File: src/rtl/recip_pkg.sv
// Shared widths, FSM state encoding and reciprocal seed table for the
// Newton-Raphson reciprocal sequencer.
package recip_pkg;

  localparam int M_W = 24;  // mantissa, Q1.23
  localparam int Y_W = 17;  // reciprocal estimate, Q1.16
  localparam int P_W = 48;  // multiplier product
  localparam int X_W = 25;  // multiplier X operand

  typedef enum logic [2:0] {
    S_IDLE,
    S_SEED,
    S_MUL_T,
    S_MUL_Y,
    S_DONE
  } state_t;

  // round(65536 / (1 + (i + 0.5) / 16)): reciprocal at the centre of each
  // 1/16-wide mantissa interval.
  localparam logic [Y_W-1:0] SEED_ROM [16] = '{
    17'h0F83E, 17'h0EA0F, 17'h0DD68, 17'h0D20D,
    17'h0C7CE, 17'h0BE83, 17'h0B60B, 17'h0AE4C,
    17'h0A72F, 17'h0A0A1, 17'h09A91, 17'h094F2,
    17'h08FB8, 17'h08AD9, 17'h0864C, 17'h08208
  };

  // 2.0 in Q2.39
  localparam logic [P_W-1:0] TWO_Q239 = 48'd2 << 39;

endpackage

File: src/rtl/recip_seed_rom.sv
// Seed lookup: top four fraction bits of the mantissa select a 17-bit
// Q1.16 initial reciprocal estimate. Purely combinational.
//   i_idx  : m[22:19]
//   o_seed : y0, Q1.16
module recip_seed_rom
  import recip_pkg::*;
(
  input  logic [3:0]     i_idx,
  output logic [Y_W-1:0] o_seed
);

  assign o_seed = SEED_ROM[i_idx];

endmodule

File: src/rtl/newton_recip_seq.sv
// Iterative Newton-Raphson reciprocal of a normalized mantissa in [1,2),
// result in Q1.16. Drives an external unsigned hard multiplier whose product
// becomes valid MUL_LAT cycles after the operands are presented.
//   clk, Rst                      : clock, async active-high reset
//   in_valid/in_ready/in_m        : mantissa input handshake (Q1.23)
//   out_valid/out_ready           : result handshake
//   out_recip/out_err             : 1/m (Q1.16), non-normalized input flag
//   mul_x/mul_y/mul_ce/mul_p      : hard multiplier request/response
module newton_recip_seq
  import recip_pkg::*;
#(
  parameter int ITER    = 2,
  parameter int MUL_LAT = 0
) (
  input  logic           clk,
  input  logic           Rst,
  input  logic           in_valid,
  output logic           in_ready,
  input  logic [M_W-1:0] in_m,
  output logic           out_valid,
  input  logic           out_ready,
  output logic [Y_W-1:0] out_recip,
  output logic           out_err,
  output logic [X_W-1:0] mul_x,
  output logic [Y_W-1:0] mul_y,
  output logic           mul_ce,
  input  logic [P_W-1:0] mul_p
);

  localparam logic [2:0] LAT       = 3'(MUL_LAT);
  localparam logic [1:0] ITER_LAST = 2'(ITER - 1);

  state_t         r_state, w_next;
  logic [M_W-1:0] r_m;
  logic [Y_W-1:0] r_y;
  logic [2:0]     r_phase;
  logic [1:0]     r_iter;
  logic [Y_W-1:0] r_recip;
  logic           r_err;
  logic [X_W-1:0] r_mul_x;
  logic [Y_W-1:0] r_mul_y;
  logic           r_mul_ce;

  logic [Y_W-1:0] w_seed;
  logic           w_phase_end;
  logic [Y_W-1:0] w_e;
  logic [Y_W:0]   w_rnd;
  logic [Y_W-1:0] w_ynew;

  recip_seed_rom u_rom (
    .i_idx  (r_m[22:19]),
    .o_seed (w_seed)
  );

  assign w_phase_end = (r_phase == LAT);
  // e = 2 - m*y, Q2.39 -> Q1.16
  assign w_e   = 17'((TWO_Q239 - mul_p) >> 23);
  // e*y is Q2.32; round to Q1.16 and clamp at 1.0
  assign w_rnd = {1'b0, mul_p[32:16]} + {17'b0, mul_p[15]};
  assign w_ynew = ((mul_p[47:33] != '0) || (w_rnd > 18'h10000)) ? 17'h10000
                                                                 : w_rnd[16:0];

  assign in_ready  = (r_state == S_IDLE);
  assign out_valid = (r_state == S_DONE);
  assign out_recip = r_recip;
  assign out_err   = r_err;
  assign mul_x     = r_mul_x;
  assign mul_y     = r_mul_y;
  assign mul_ce    = r_mul_ce;

  always_ff @(posedge clk or posedge Rst) begin
    if (Rst) r_state <= S_IDLE;
    else     r_state <= w_next;
  end

  always_comb begin
    w_next = r_state;
    case (r_state)
      S_IDLE:  if (in_valid) w_next = in_m[23] ? S_SEED : S_DONE;
      S_SEED:  w_next = S_MUL_T;
      S_MUL_T: if (w_phase_end) w_next = S_MUL_Y;
      S_MUL_Y: if (w_phase_end) w_next = (r_iter == ITER_LAST) ? S_DONE : S_MUL_T;
      S_DONE:  if (out_ready) w_next = S_IDLE;
      default: w_next = S_IDLE;
    endcase
  end

  // Operands and mul_ce are loaded on the edge that enters each multiply
  // phase, so they are stable for the whole phase and mul_ce stays high
  // across back-to-back phases.
  always_ff @(posedge clk or posedge Rst) begin
    if (Rst) begin
      r_m      <= '0;
      r_y      <= '0;
      r_phase  <= '0;
      r_iter   <= '0;
      r_recip  <= '0;
      r_err    <= 1'b0;
      r_mul_x  <= '0;
      r_mul_y  <= '0;
      r_mul_ce <= 1'b0;
    end else begin
      case (r_state)
        S_IDLE: begin
          if (in_valid) begin
            r_m <= in_m;
            if (!in_m[23]) begin
              r_recip <= 17'h1FFFF;
              r_err   <= 1'b1;
            end
          end
        end
        S_SEED: begin
          r_y      <= w_seed;
          r_mul_x  <= {1'b0, r_m};
          r_mul_y  <= w_seed;
          r_mul_ce <= 1'b1;
          r_phase  <= '0;
          r_iter   <= '0;
        end
        S_MUL_T: begin
          if (w_phase_end) begin
            r_mul_x <= {8'b0, w_e};
            r_phase <= '0;
          end else begin
            r_phase <= r_phase + 3'd1;
          end
        end
        S_MUL_Y: begin
          if (w_phase_end) begin
            r_y     <= w_ynew;
            r_phase <= '0;
            if (r_iter == ITER_LAST) begin
              r_mul_ce <= 1'b0;
              r_recip  <= w_ynew;
              r_err    <= 1'b0;
            end else begin
              r_mul_x <= {1'b0, r_m};
              r_mul_y <= w_ynew;
              r_iter  <= r_iter + 2'd1;
            end
          end else begin
            r_phase <= r_phase + 3'd1;
          end
        end
        default: ;
      endcase
    end
  end

endmodule

File: config.mk
export PLATFORM = sky130hd
export DESIGN_NAME = newton_recip_seq
export DESIGN_NICKNAME = d
export VERILOG_FILES = /design/src/rtl/recip_pkg.sv /design/src/rtl/recip_seed_rom.sv /design/src/rtl/newton_recip_seq.sv
export SDC_FILE = /design/constraint.sdc
export NUM_CORES = 1
export LEC_CHECK = 0
export ABC_AREA = 1
export CAP_MARGIN = 25
export CORE_ASPECT_RATIO = 0.7
export CORE_MARGIN = 3
export CORE_UTILIZATION = 52
export CTS_BUF_LIST = sky130_fd_sc_hd__clkbuf_2 sky130_fd_sc_hd__clkbuf_4 sky130_fd_sc_hd__clkbuf_8
export DETAILED_ROUTE_END_ITERATION = 16
export PLACE_DENSITY = 0.85
export SLEW_MARGIN = 5
export SYNTH_ARGS = -nofsm -noshare
export SYNTH_HDL_FRONTEND = slang
export SYNTH_SLANG_ARGS = --single-unit
File: constraint.sdc
create_clock -name clk -period 3.3 [get_ports clk]
set_input_delay 0.33 -clock clk [delete_from_list [all_inputs] [get_ports clk]]
set_output_delay 0.33 -clock clk [all_outputs]
set_load 0.1 [all_outputs]
# After elaboration in Yosys (flattened, before gate mapping)
# Memory sizes are Yosys's and may differ from the RTL's.
# Index checks and enable logic that the tools add are counted.
# totals
reg_bits,93
out_inout_bits,63
wordCells,77
romBits,272
n_memories,1
inputBits,76
# mem_list
memory,depth,width,read_ports,rd_ports_with_merged_regs,wr,line,source
(no name shown),16,17,1,0,0,recip_seed_rom.sv:12,assign o_seed = SEED_ROM[i_idx];
# classes
n_mux,33
reduce_logical,15
n_eq_ne,12
order_cmp,2
n_bitwise,1
addsub,4
# op_table
cell,n
17-bit two-way mux,9
25-bit two-way mux,3
25-bit one-hot mux with 3 select lines,1
17-bit one-hot mux with 2 select lines,2
1-bit by 40-bit subtractor with 40-bit output (first input constant),1
3-bit two-way mux,7
17-bit by 1-bit adder with 18-bit output,1
18-bit by 17-bit greater-than comparator with 1-bit output (second input constant),1
3-bit one-hot mux with 5 select lines,1
15-bit nonzero test,1
2-bit inequality test (second input constant),6
4-bit AND reduction,2
3-bit by 2-bit == test with 1-bit output (second input constant),2
3-bit zero test,2
3-bit one-hot mux with 2 select lines,1
3-bit AND reduction,2
2-bit nonzero test,3
5-bit >= comparator (second input constant),1
4-bit NOT with 5-bit output,1
5-bit AND reduction,1
1-bit two-way mux,4
2-bit two-way mux,2
1-bit one-hot mux with 2 select lines,2
2-bit one-hot mux with 2 select lines,1
other kinds (10),10

# Logic depth before layout (Yosys ltp)
# Gate-level depths: netlist (run 1).
# logic_depth
depth_word,7
depth_mapped,17

# By module
# A second synthesis (run 1) with hierarchy kept.
# hier_totals
cells_unflattened,797
area_unflattened_um2,5769.3
# modules_own_cells
module,instances,area_per_inst_um2,cells_per_inst
newton_recip_seq,1,5261.3,708
recip_seed_rom,1,508.0,89

# Worst setup path after synthesis (run 1)
# Ideal clock, no wire load.
# synth_path
path_kind,flip-flop to flip-flop
from,register r_state[0]
to,register r_state[0]
synth_period_minus_slack_ns,3.110
stages_incl_launch_ff,5
t_arrival_ns,2.982
setup_ns,0.128
t_required_ns,3.172
n_path_buf,0
slack_ns,0.190
cell_sequence,dfrtp_1 nor3_1 nand2_1 o211ai_1 o21ai_0
# synth_via
elab_chain_cells,3
# synth_rtl
item,line,source
from (decl),newton_recip_seq.sv:33,"state_t r_state, w_next;"
from (signal assigned),newton_recip_seq.sv:73,else r_state <= w_next;
3-bit == test (*),-,
net out_valid,newton_recip_seq.sv:20,"output logic out_valid,"
2-bit by 1-bit inequality test with 1-bit output (no line),-,
4-bit AND reduction (no line),-,
# The timed path passes the listed nets; every way through them passes the cells marked *.
# A chain may end at the register's enable or synchronous reset.

# Worst setup path in the final report (run 1)
# layout_path
from,input mul_p[15]
to,register r_mul_y[5] (netlist: mul_y[5])
# layout_via
elab_chain_cells,7
# layout_rtl
item,line,source
from (decl),newton_recip_seq.sv:27,input logic [P_W-1:0] mul_p
17-bit by 1-bit adder with 18-bit output (*),newton_recip_seq.sv:59,"assign w_rnd = {1'b0, mul_p[32:16]} + {17'b0, mul_p[15]};"
18-bit by 17-bit greater-than comparator with 1-bit output,newton_recip_seq.sv:60,assign w_ynew = ((mul_p[47:33] != '0) || (w_rnd > 18'h10000)) ? 17'h10000
1-bit logical OR,newton_recip_seq.sv:60,
17-bit two-way mux (*),newton_recip_seq.sv:60,
17-bit two-way mux (*),newton_recip_seq.sv:133,if (r_iter == ITER_LAST) begin
17-bit two-way mux (*),newton_recip_seq.sv:130,if (w_phase_end) begin
17-bit one-hot mux with 2 select lines (*),newton_recip_seq.sv:103,case (r_state)
to (signal assigned),newton_recip_seq.sv:116,r_mul_y <= w_seed;
to (signal assigned),newton_recip_seq.sv:139,r_mul_y <= w_ynew;
to (decl),newton_recip_seq.sv:41,logic [Y_W-1:0] r_mul_y;
# Mark *: on every way between the ends. The rest lies on a longest branch, timed or not. The select of a mux whose other input is x is not followed.

==> flow_summary.yaml, run 1 <==
cts:
  clk_latency_ps: 360
  clk_pin_slew_ps: 100
  cts_tree: "done"
  cts_hold_buf: 0
  clock-sinks: 92
  cts_max_level: 3
  cts-buffers-inserted: 9
  post_cts_resize_count: 0
  postCtsSetupRepairBufs: 0
  root_buffer: "clkbuf_8"
  clock_path_buffers: 2
placement:
  gp_congestion: 0.951
  port_buffers: 137
  place_hpwl_um: 12300
grt:
  track_usage: 0.266
  grt.overflow.total: 0
  antenna_found_initial: 0
  grt_max_degree: 53
  grt_pass1_wl_um: 25800
  grt_pass1_vias: 5208
layout:
  n_antenna_cell: 0
  layout-drive-gt1-share: 0.0917
  final_util: 0.701
  nNetsFinal: 1003
  syn2layout_area_growth_pct: 30.2
setup_path:
  endpoint_kind: "register"
  worstPathMaxFanout: 16
  path_common_cell: "nand2_1"
  reg2reg_to: "mul_y[1]"
  max_stage_delay_ps: 510
  startpoint_type: "input pin"
  crit_slowest_cell: "clkdlybuf4s50_1"
  arrival_ps: 2830
  crit_chain: "clkdlybuf4s50_1, ha_1, ha_1, nand3_1, nor2_1, nand2_1, nand2_1, nand2_1, nor2_1, nand2_1, nor2_1, nand3_2, nand2_4, nand2_1, nand2_1, nand2_1, nand2_1"
  crit_path_start: "mul_p[15]"
  r2r_cells: 10
  worstSetupPathType: "in2reg"
  worstSetupEndpoint: "mul_y[5]"
  reg2reg_slack_ps: 930
  crit_required_ps: 3610
  timing.rr.start: "r_state[1]"
power:
  power.leakage_nw: 3.34
  ir_drop_mv: 1.07
  powerDensity_mw_per_mm2: 1150
floorplan:
  die_y_um: 93.1
  core_mm2: 0.0105
  dieArea_mm2: 0.0122
  num_io_pins: 139
  core.rowCount: 31
  initial_utilization: 0.539
  fp.dieW_um: 130
detailed_routing:
  drc: 0
  antenna_left: 0
  wl_per_cell_um: 15.3
  num_vias: 5664
  via_per_inst: 5.40
  drt_iter0_markers: 621
  wirelength_um: 16100
  dr.pass1.iters: 7
timing:
  finalHoldViolations: 0
  fmax_mhz: 397
  period_share: 0.763
  slew_viol_final: 0
  clock_skew_ps: 8.76
  fin_setup_tns_ps: 0
  setup_violations: 0
  min_period_ps: 2520
  relSlewSlack: 0.327
  worst_pin_slew_ps: 1010
  rsz0062_at_grt: "no"
synth:
  yosysTopAreaCellShare: 0.408
  yosysTopAreaCell: "dfrtp_1"
  synthesis.area_mm2: 0.00564
  synth_ff_type: "dfrtp_1"
  synthesis.nets: 870
  seq_area_frac_synth: 0.408
  async_flop_share: 1.00
  ys_ff_latch: 92
  synthTopCellsByArea: "dfrtp_1 41%, nand2_1 15%, nor2_1 6.7%, inv_1 5.3%, a21oi_1 4.0%"
  yosys_warnings: 0
  syn_inst: 778
  yosysUniqueCellTypes: 37
  synth_enable_flop_cells: 0
  syn_avg_cell_area_um2: 7.25
min_path:
  min_path_type: "in2async"
job:
  drv_cap: 0
status:
  status: "finished clean"
## critical path: cells and delay by family
| kind | cells | cell delay (ps) |
|---|---|---|
| fa+ha+maj | 2 | 410 |
| buf+inv | 1 | 510 |
| simple gates | 14 | 1560 |
## cells in the mapped netlist (all sizes together) (9+ instances only)
library cell,n
ha,16
a21oi,46
mux2,17
inv,80
dfrtp,92
o21ai,27
nand4,9
nand2,253
nor3,14
nor2,111
nand3,43
clkbuf,19
## sequential cells by signal, summed over array words and instances (netlist names)
signal	count
out_recip	17
out_err	1
mul_ce	1
mul_y	17
mul_x	24
r_phase	3
r_iter	2
r_m	24
r_state	3
## cell type report
cell class	count	area (um^2)
clock buffer	9	124
tap	132	165
multi-input combinational	581	2920
fill	868	3130
sequential	92	2300
timing repair buffer	147	1450
inverter	80	302
clock inverter	7	77.6
## cells by family (layout without fill, tap and decap cells)
| family | count (synthesis) | count (layout) | synth area share |
|---|---|---|---|
| buf+inv | 105 | 243 | 0.0743 |
| mux | 17 | 17 | 0.0339 |
| flops | 92 | 92 | 0.408 |
| compound gates | 106 | 106 | 0.111 |
| fa+ha+maj | 16 | 16 | 0.0355 |
| other cells | 1 | 1 | 0.000665 |
| xor+xnor | 7 | 7 | 0.0109 |
| simple gates | 434 | 434 | 0.325 |
## layer usage
metal | wire length (um) | vias up | track usage
li1 | - | 2768 | -
met1 | 7520 | 2616 | 0.415
met2 | 6670 | 267 | 0.388
met3 | 1730 | 13 | 0.0525
met4 | 137 | 0 | 0.0454
met5 | 0 | - | 0
## metrics by stage
stage	cells	setup slack (ps)	instance area (um^2)	power, mW	hold WS (ps)
detailed placement	1032	459	7140	7.63	465
finish	1048	783	7340	8.45	374
global route	1048	530	7340	8.88	426
floorplan	778	190	5640	6.22	464
CTS	1048	827	7340	8.44	387
global placement	1032	537	7140	7.55	465
## worst min path at each step
stage	start	endpoint	slack, ps	depth (start not counted)
after floorplan	r_iter[0]	r_iter[0]	460	1
after global placement	out_err	out_err	460	2
after detailed placement	mul_y[4]	mul_y[4]	460	2
after CTS	Rst	r_phase[1]	390	2
after global routing	Rst	r_phase[2]	430	2
final	Rst	r_phase[1]	370	2
## layout by cell type, fill, tap and decap left out, types with 13 or more instances in the layout
cell type,synthesis,routed
a21oi_1,45,45
o21ai_0,27,27
nor3_1,13,13
mux2_2,17,17
dfrtp_1,92,92
nor2_1,101,101
nand2_2,21,21
ha_1,16,16
inv_1,79,78
nand3_1,42,42
nand2_1,231,231
clkdlybuf4s50_1,0,135
## where the power goes
group,total [mW],internal [mW],switching (mW)
Combinational,5.60,1.44,4.16
Clock,0.798,0.362,0.436
Sequential,2.05,1.67,0.383
Total,8.45,3.47,4.98
No activity file was read; power rests on OpenSTA's default activity.
==> run 2: changes to the inputs <==
--- a/config.mk
+++ b/config.mk
@@ -9,10 +9,10 @@
 export CAP_MARGIN = 25
 export CORE_ASPECT_RATIO = 0.7
 export CORE_MARGIN = 3
-export CORE_UTILIZATION = 52
+export CORE_UTILIZATION = 47
 export CTS_BUF_LIST = sky130_fd_sc_hd__clkbuf_2 sky130_fd_sc_hd__clkbuf_4 sky130_fd_sc_hd__clkbuf_8
 export DETAILED_ROUTE_END_ITERATION = 16
-export PLACE_DENSITY = 0.85
+export PLACE_DENSITY = 0.81
 export SLEW_MARGIN = 5
 export SYNTH_ARGS = -nofsm -noshare
 export SYNTH_HDL_FRONTEND = slang
==> constraint.sdc (replaced) <==
create_clock -name clk -period 2.3 [get_ports clk]
set_input_delay 0.23 -clock clk [delete_from_list [all_inputs] [get_ports clk]]
set_output_delay 0.23 -clock clk [all_outputs]
set_load 0.1 [all_outputs]
==> run 2 against run 1 <==
Net effect: global-route usage fell by 1.4 points; non-clock buffer count rose by 56; clock-buffer cell count rose by 1; sequential share of layout area fell by 1.5 points; hold slack got worse by 69 ps; routed wire length rose by 5.5%; power rose by 42%; combinational power rose by 43%; critical path type unchanged.
==> flow_summary.yaml, run 2 (same netlist as run 1, synthesis figures left out) <==
layout:
  seqCellArea_mm2: 0.00230
  finish.instance_area_mm2: 0.00771
  multi_input_area_mm2: 0.00300
  num-fill-cells: 994
  syn2layout_area_growth_pct: 36.8
  fin_cells: 1126
  layout_common_cells: "225 x nand2_1, 126 x buf_4, 98 x nor2_1"
  layout-drive-gt1-share: 0.219
  n_antenna_cell: 0
  final_common_cell: "nand2_1"
  nNetsFinal: 1060
  final_util: 0.678
cts:
  cts_tree: "done"
  clk_latency_ps: 370
  cts-buffers-inserted: 9
  cts_hold_buf: 0
  clock-sinks: 92
  root_buffer: "clkbuf_8"
  cts_max_level: 3
  clk_pin_slew_ps: 100
  clock_path_buffers: 2
timing:
  relSlewSlack: 0.637
  clock_skew_ps: 6.68
  slew_viol_final: 0
  min_period_ps: 2130
  rsz0062_at_grt: "no"
  period_share: 0.925
  finalHoldViolations: 0
  fmax_mhz: 470
  worst_pin_slew_ps: 544
  setup_violations: 0
  whs_ps: 304
floorplan:
  num_io_pins: 139
  initial_utilization: 0.496
  core.rowCount: 32
  core_mm2: 0.0114
  fp.dieW_um: 137
  dieArea_mm2: 0.0134
  die_y_um: 97.7
power:
  ir_drop_mv: 1.73
  clkPwrFrac: 0.086
  power_switching_share: 0.596
  comb_power_share: 0.669
  power.leakage_nw: 3.68
  seq_power_share: 0.245
  p_int_mw: 4.84
  powerDensity_mw_per_mm2: 1560
  p_switching_mw: 7.16
  power.total_mw: 12.0
detailed_routing:
  dr.pass1.iters: 5
  drt_iter0_markers: 379
  wl_per_cell_um: 15.0
  drc: 0
  via_per_inst: 5.17
  num_vias: 5820
  wirelength_um: 16900
  antenna_left: 0
grt:
  grt_pass1_wl_um: 27000
  track_usage: 0.253
  grt_pass1_vias: 5431
  grt.overflow.total: 0
  antenna_found_initial: 0
  grt_max_degree: 93
setup_path:
  arrival_ps: 2390
  endpoint_kind: "register"
  worstSetupPathType: "in2reg"
  worstPathMaxFanout: 6
  startpoint_type: "input pin"
  crit_required_ps: 2560
status:
  status: "finished clean"
placement:
  placed_area_mm2: 0.00745
  dp_cells: 1108
  port_buffers: 137
  place_hpwl_um: 13000
  gp_congestion: 0.936
min_path:
  min_path_type: "in2async"
job:
  drv_cap: 0
-- run 2: cell count changes in the layout (fill, tap and decap cells not counted), moves of 3 or more --
cell             delta
nor2_1              -3
buf_4             +115
nand2_2             +6
nand2_1             -6
clkdlybuf4s50_1    -62
-- run 2: timing repair --
item                                    4_1_cts  5_1_grt
gates resized for setup                       1       17
gates cloned                                  0        1
endpoints found under the setup margin        4       34
pin swaps                                     0        6
buffers inserted                              0        1
-- run 2: layout make-up --
cell class / instances / share of cell area
multi-input combinational: 582 / 0.389
inverter: 80 / 0.0394
tap: 153 / 0.0248
sequential: 92 / 0.298
clock inverter: 6 / 0.00600
clock buffer: 10 / 0.0170
timing repair buffer: 203 / 0.226
-- run 2: path summary, 6_finish.rpt --
path,start,end,slack (ps),cells after the start
min reg2reg,out_recip[13],out_recip[13],490,2
max reg2reg,r_m[19],mul_y[0],400,8
max,mul_p[23],out_recip[16],170,10
min,Rst,out_recip[3],300,3
max in group asynchronous,Rst,mul_x[8],1550,3
min in group clk,in_m[10],r_m[10],420,3
-- run 2: power by group through the flow --
stage / Sequential [mW] / Clock [mW] / Combinational, mW
floorplan: 6.38 / 0 / 2.55
global placement: 2.95 / 0 / 7.90
detailed placement: 2.95 / 0 / 8.00
CTS: 2.93 / 1.07 / 8.01
global route: 3.04 / 1.12 / 8.52
finish: 2.94 / 1.03 / 8.03
-- run 2: through the flow --
stage	TNS (ps)	setup slack, ps
floorplan	0	139
global placement	-10170	-336
detailed placement	-11440	-392
CTS	0	22.5
global route	0	26.6
finish	0	174
-- run 2: worst max-delay path: stages --
cell and delay, ps:
clkdlybuf4s50_1 650, nand2_2 100, nor2_2 200, nand3_1 140, nor3_2 150, xnor2_1 150
nand2_1 290, buf_4 260, o22ai_1 150, inv_1 50
-- run 2: layer usage --
layer	global-route usage	wire (um)	share of wire	vias up
met2	0.358	6960	0.41	246
met4	0.0498	165	0.0097	0
met5	0	0	0	-
met1	0.395	8140	0.48	2673
li1	-	-	-	2885
met3	0.0523	1670	0.098	16
==> run 3: changes to the inputs <==
--- a/config.mk
+++ b/config.mk
@@ -11,8 +11,10 @@
 export CORE_MARGIN = 3
 export CORE_UTILIZATION = 47
 export CTS_BUF_LIST = sky130_fd_sc_hd__clkbuf_2 sky130_fd_sc_hd__clkbuf_4 sky130_fd_sc_hd__clkbuf_8
+export CTS_CLUSTER_DIAMETER = 150
 export DETAILED_ROUTE_END_ITERATION = 16
 export PLACE_DENSITY = 0.81
+export SKIP_CTS_REPAIR_TIMING = 1
 export SLEW_MARGIN = 5
 export SYNTH_ARGS = -nofsm -noshare
 export SYNTH_HDL_FRONTEND = slang
==> run 3 against run 2 <==
Net effect: critical path depth did not move; clock skew increased by 1.1 ps; worst setup slack got worse by 19 ps.
==> flow_summary.yaml, run 3 (same netlist as run 1, synthesis figures left out) <==
timing:
  finalHoldViolations: 0
  rsz0062_at_grt: "no"
  setup_violations: 0
  worst_pin_slew_ps: 545
  fmax_mhz: 466
  slew_viol_final: 0
  clock_skew_ps: 7.76
  period_share: 0.933
  relSlewSlack: 0.637
  min_period_ps: 2150
  fin_ws_ps: 155
grt:
  track_usage: 0.252
  antenna_found_initial: 0
  grt_max_degree: 93
  grt_pass1_vias: 5427
  grt.overflow.total: 0
  grt_pass1_wl_um: 26900
floorplan:
  num_io_pins: 139
  fp.dieW_um: 137
  initial_utilization: 0.496
  core_mm2: 0.0114
  dieArea_mm2: 0.0134
  core.rowCount: 32
  die_y_um: 97.7
cts:
  cts_max_level: 3
  clk_latency_ps: 370
  clock_path_buffers: 2
  cts-buffers-inserted: 9
  clk_pin_slew_ps: 90
  root_buffer: "clkbuf_8"
  clock-sinks: 92
  cts_tree: "done"
detailed_routing:
  route.met2.wl_um: 6960
  dr.pass1.iters: 5
  wl_per_cell_um: 15.1
  wl_met1_um: 8110
  routed.top_layer: "met4"
  via_per_inst: 5.18
  antenna_left: 0
  wirelength_um: 17000
  wl_met3_um: 1750
  drt_iter0_markers: 437
  num_vias: 5828
  drc: 0
placement:
  place_hpwl_um: 13000
  pre_cts_ws_ps: -392
  port_buffers: 137
  gp_congestion: 0.936
  dp_cells: 1108
status:
  status: "finished clean"
layout:
  layout-drive-gt1-share: 0.219
  syn2layout_area_growth_pct: 36.8
  layout_common_cells: "225 x nand2_1, 126 x buf_4, 98 x nor2_1"
  fin_cells: 1126
  nNetsFinal: 1060
  final_common_cell: "nand2_1"
  num-fill-cells: 991
  n_antenna_cell: 0
power:
  ir_drop_mv: 1.73
  power.leakage_nw: 3.68
  power.total_mw: 12.0
  powerDensity_mw_per_mm2: 1560
setup_path:
  worstPathMaxFanout: 6
  crit_required_ps: 2560
  reg2reg_slack_ps: 410
  timing.rr.start: "r_m[19]"
  startpoint_type: "input pin"
  worstSetupPathType: "in2reg"
  crit_path_start: "mul_p[23]"
  endpoint_kind: "register"
  arrival_ps: 2410
job:
  drv_cap: 0
min_path:
  min_path_type: "in2async"
[run 3: power by group]
group / switching, mW / internal (mW) / total, mW
clock: 0.616 / 0.417 / 1.03
sequential: 0.552 / 2.39 / 2.95
combinational: 6.00 / 2.03 / 8.04
total: 7.17 / 4.84 / 12.0
[run 3: final cells by class]
cell class                 instances  area (um^2)  area share
multi-input combinational        582         3000       0.389
timing repair buffer             203         1740       0.226
sequential                        92         2300       0.298
inverter                          80          304      0.0394
clock buffer                      10          131      0.0170
tap                              153          191      0.0248
clock inverter                     6         46.3     0.00600
[run 3: through the flow]
stage	hold slack, ps	utilization	instance area (um^2)	setup TNS (ps)
final	304	0.678	7710	0
after global routing	405	0.678	7710	0
after CTS	355	0.671	7630	-32.5
after detailed placement	467	0.655	7450	-11440
after global placement	466	0.655	7450	-10170
after floorplan	381	-	5650	0
[run 3: critical path, cell delays in order]
cell and delay [ps]:
clkdlybuf4s50_1 650, nand2_2 100, nor2_2 200, nand3_1 140, nor3_2 160, xnor2_1 150
nand2_1 300, buf_4 260, o22ai_1 150, inv_1 50
[run 3: path summary, 6_finish.rpt]
kind                                      end  cells after the start
min in group clk                      r_m[10]                      3
worst min-delay path             out_recip[3]                      3
worst min register to register   out_recip[9]                      2
worst max register to register       mul_y[0]                      8
worst max-delay path            out_recip[16]                     10
max in group asynchronous            mul_x[8]                      3
[run 3: metal layers]
layer | vias to the layer above | global-route usage
met4 | 0 | 0.0498
met5 | - | 0
li1 | 2882 | -
met3 | 15 | 0.0523
met1 | 2665 | 0.395
met2 | 266 | 0.357
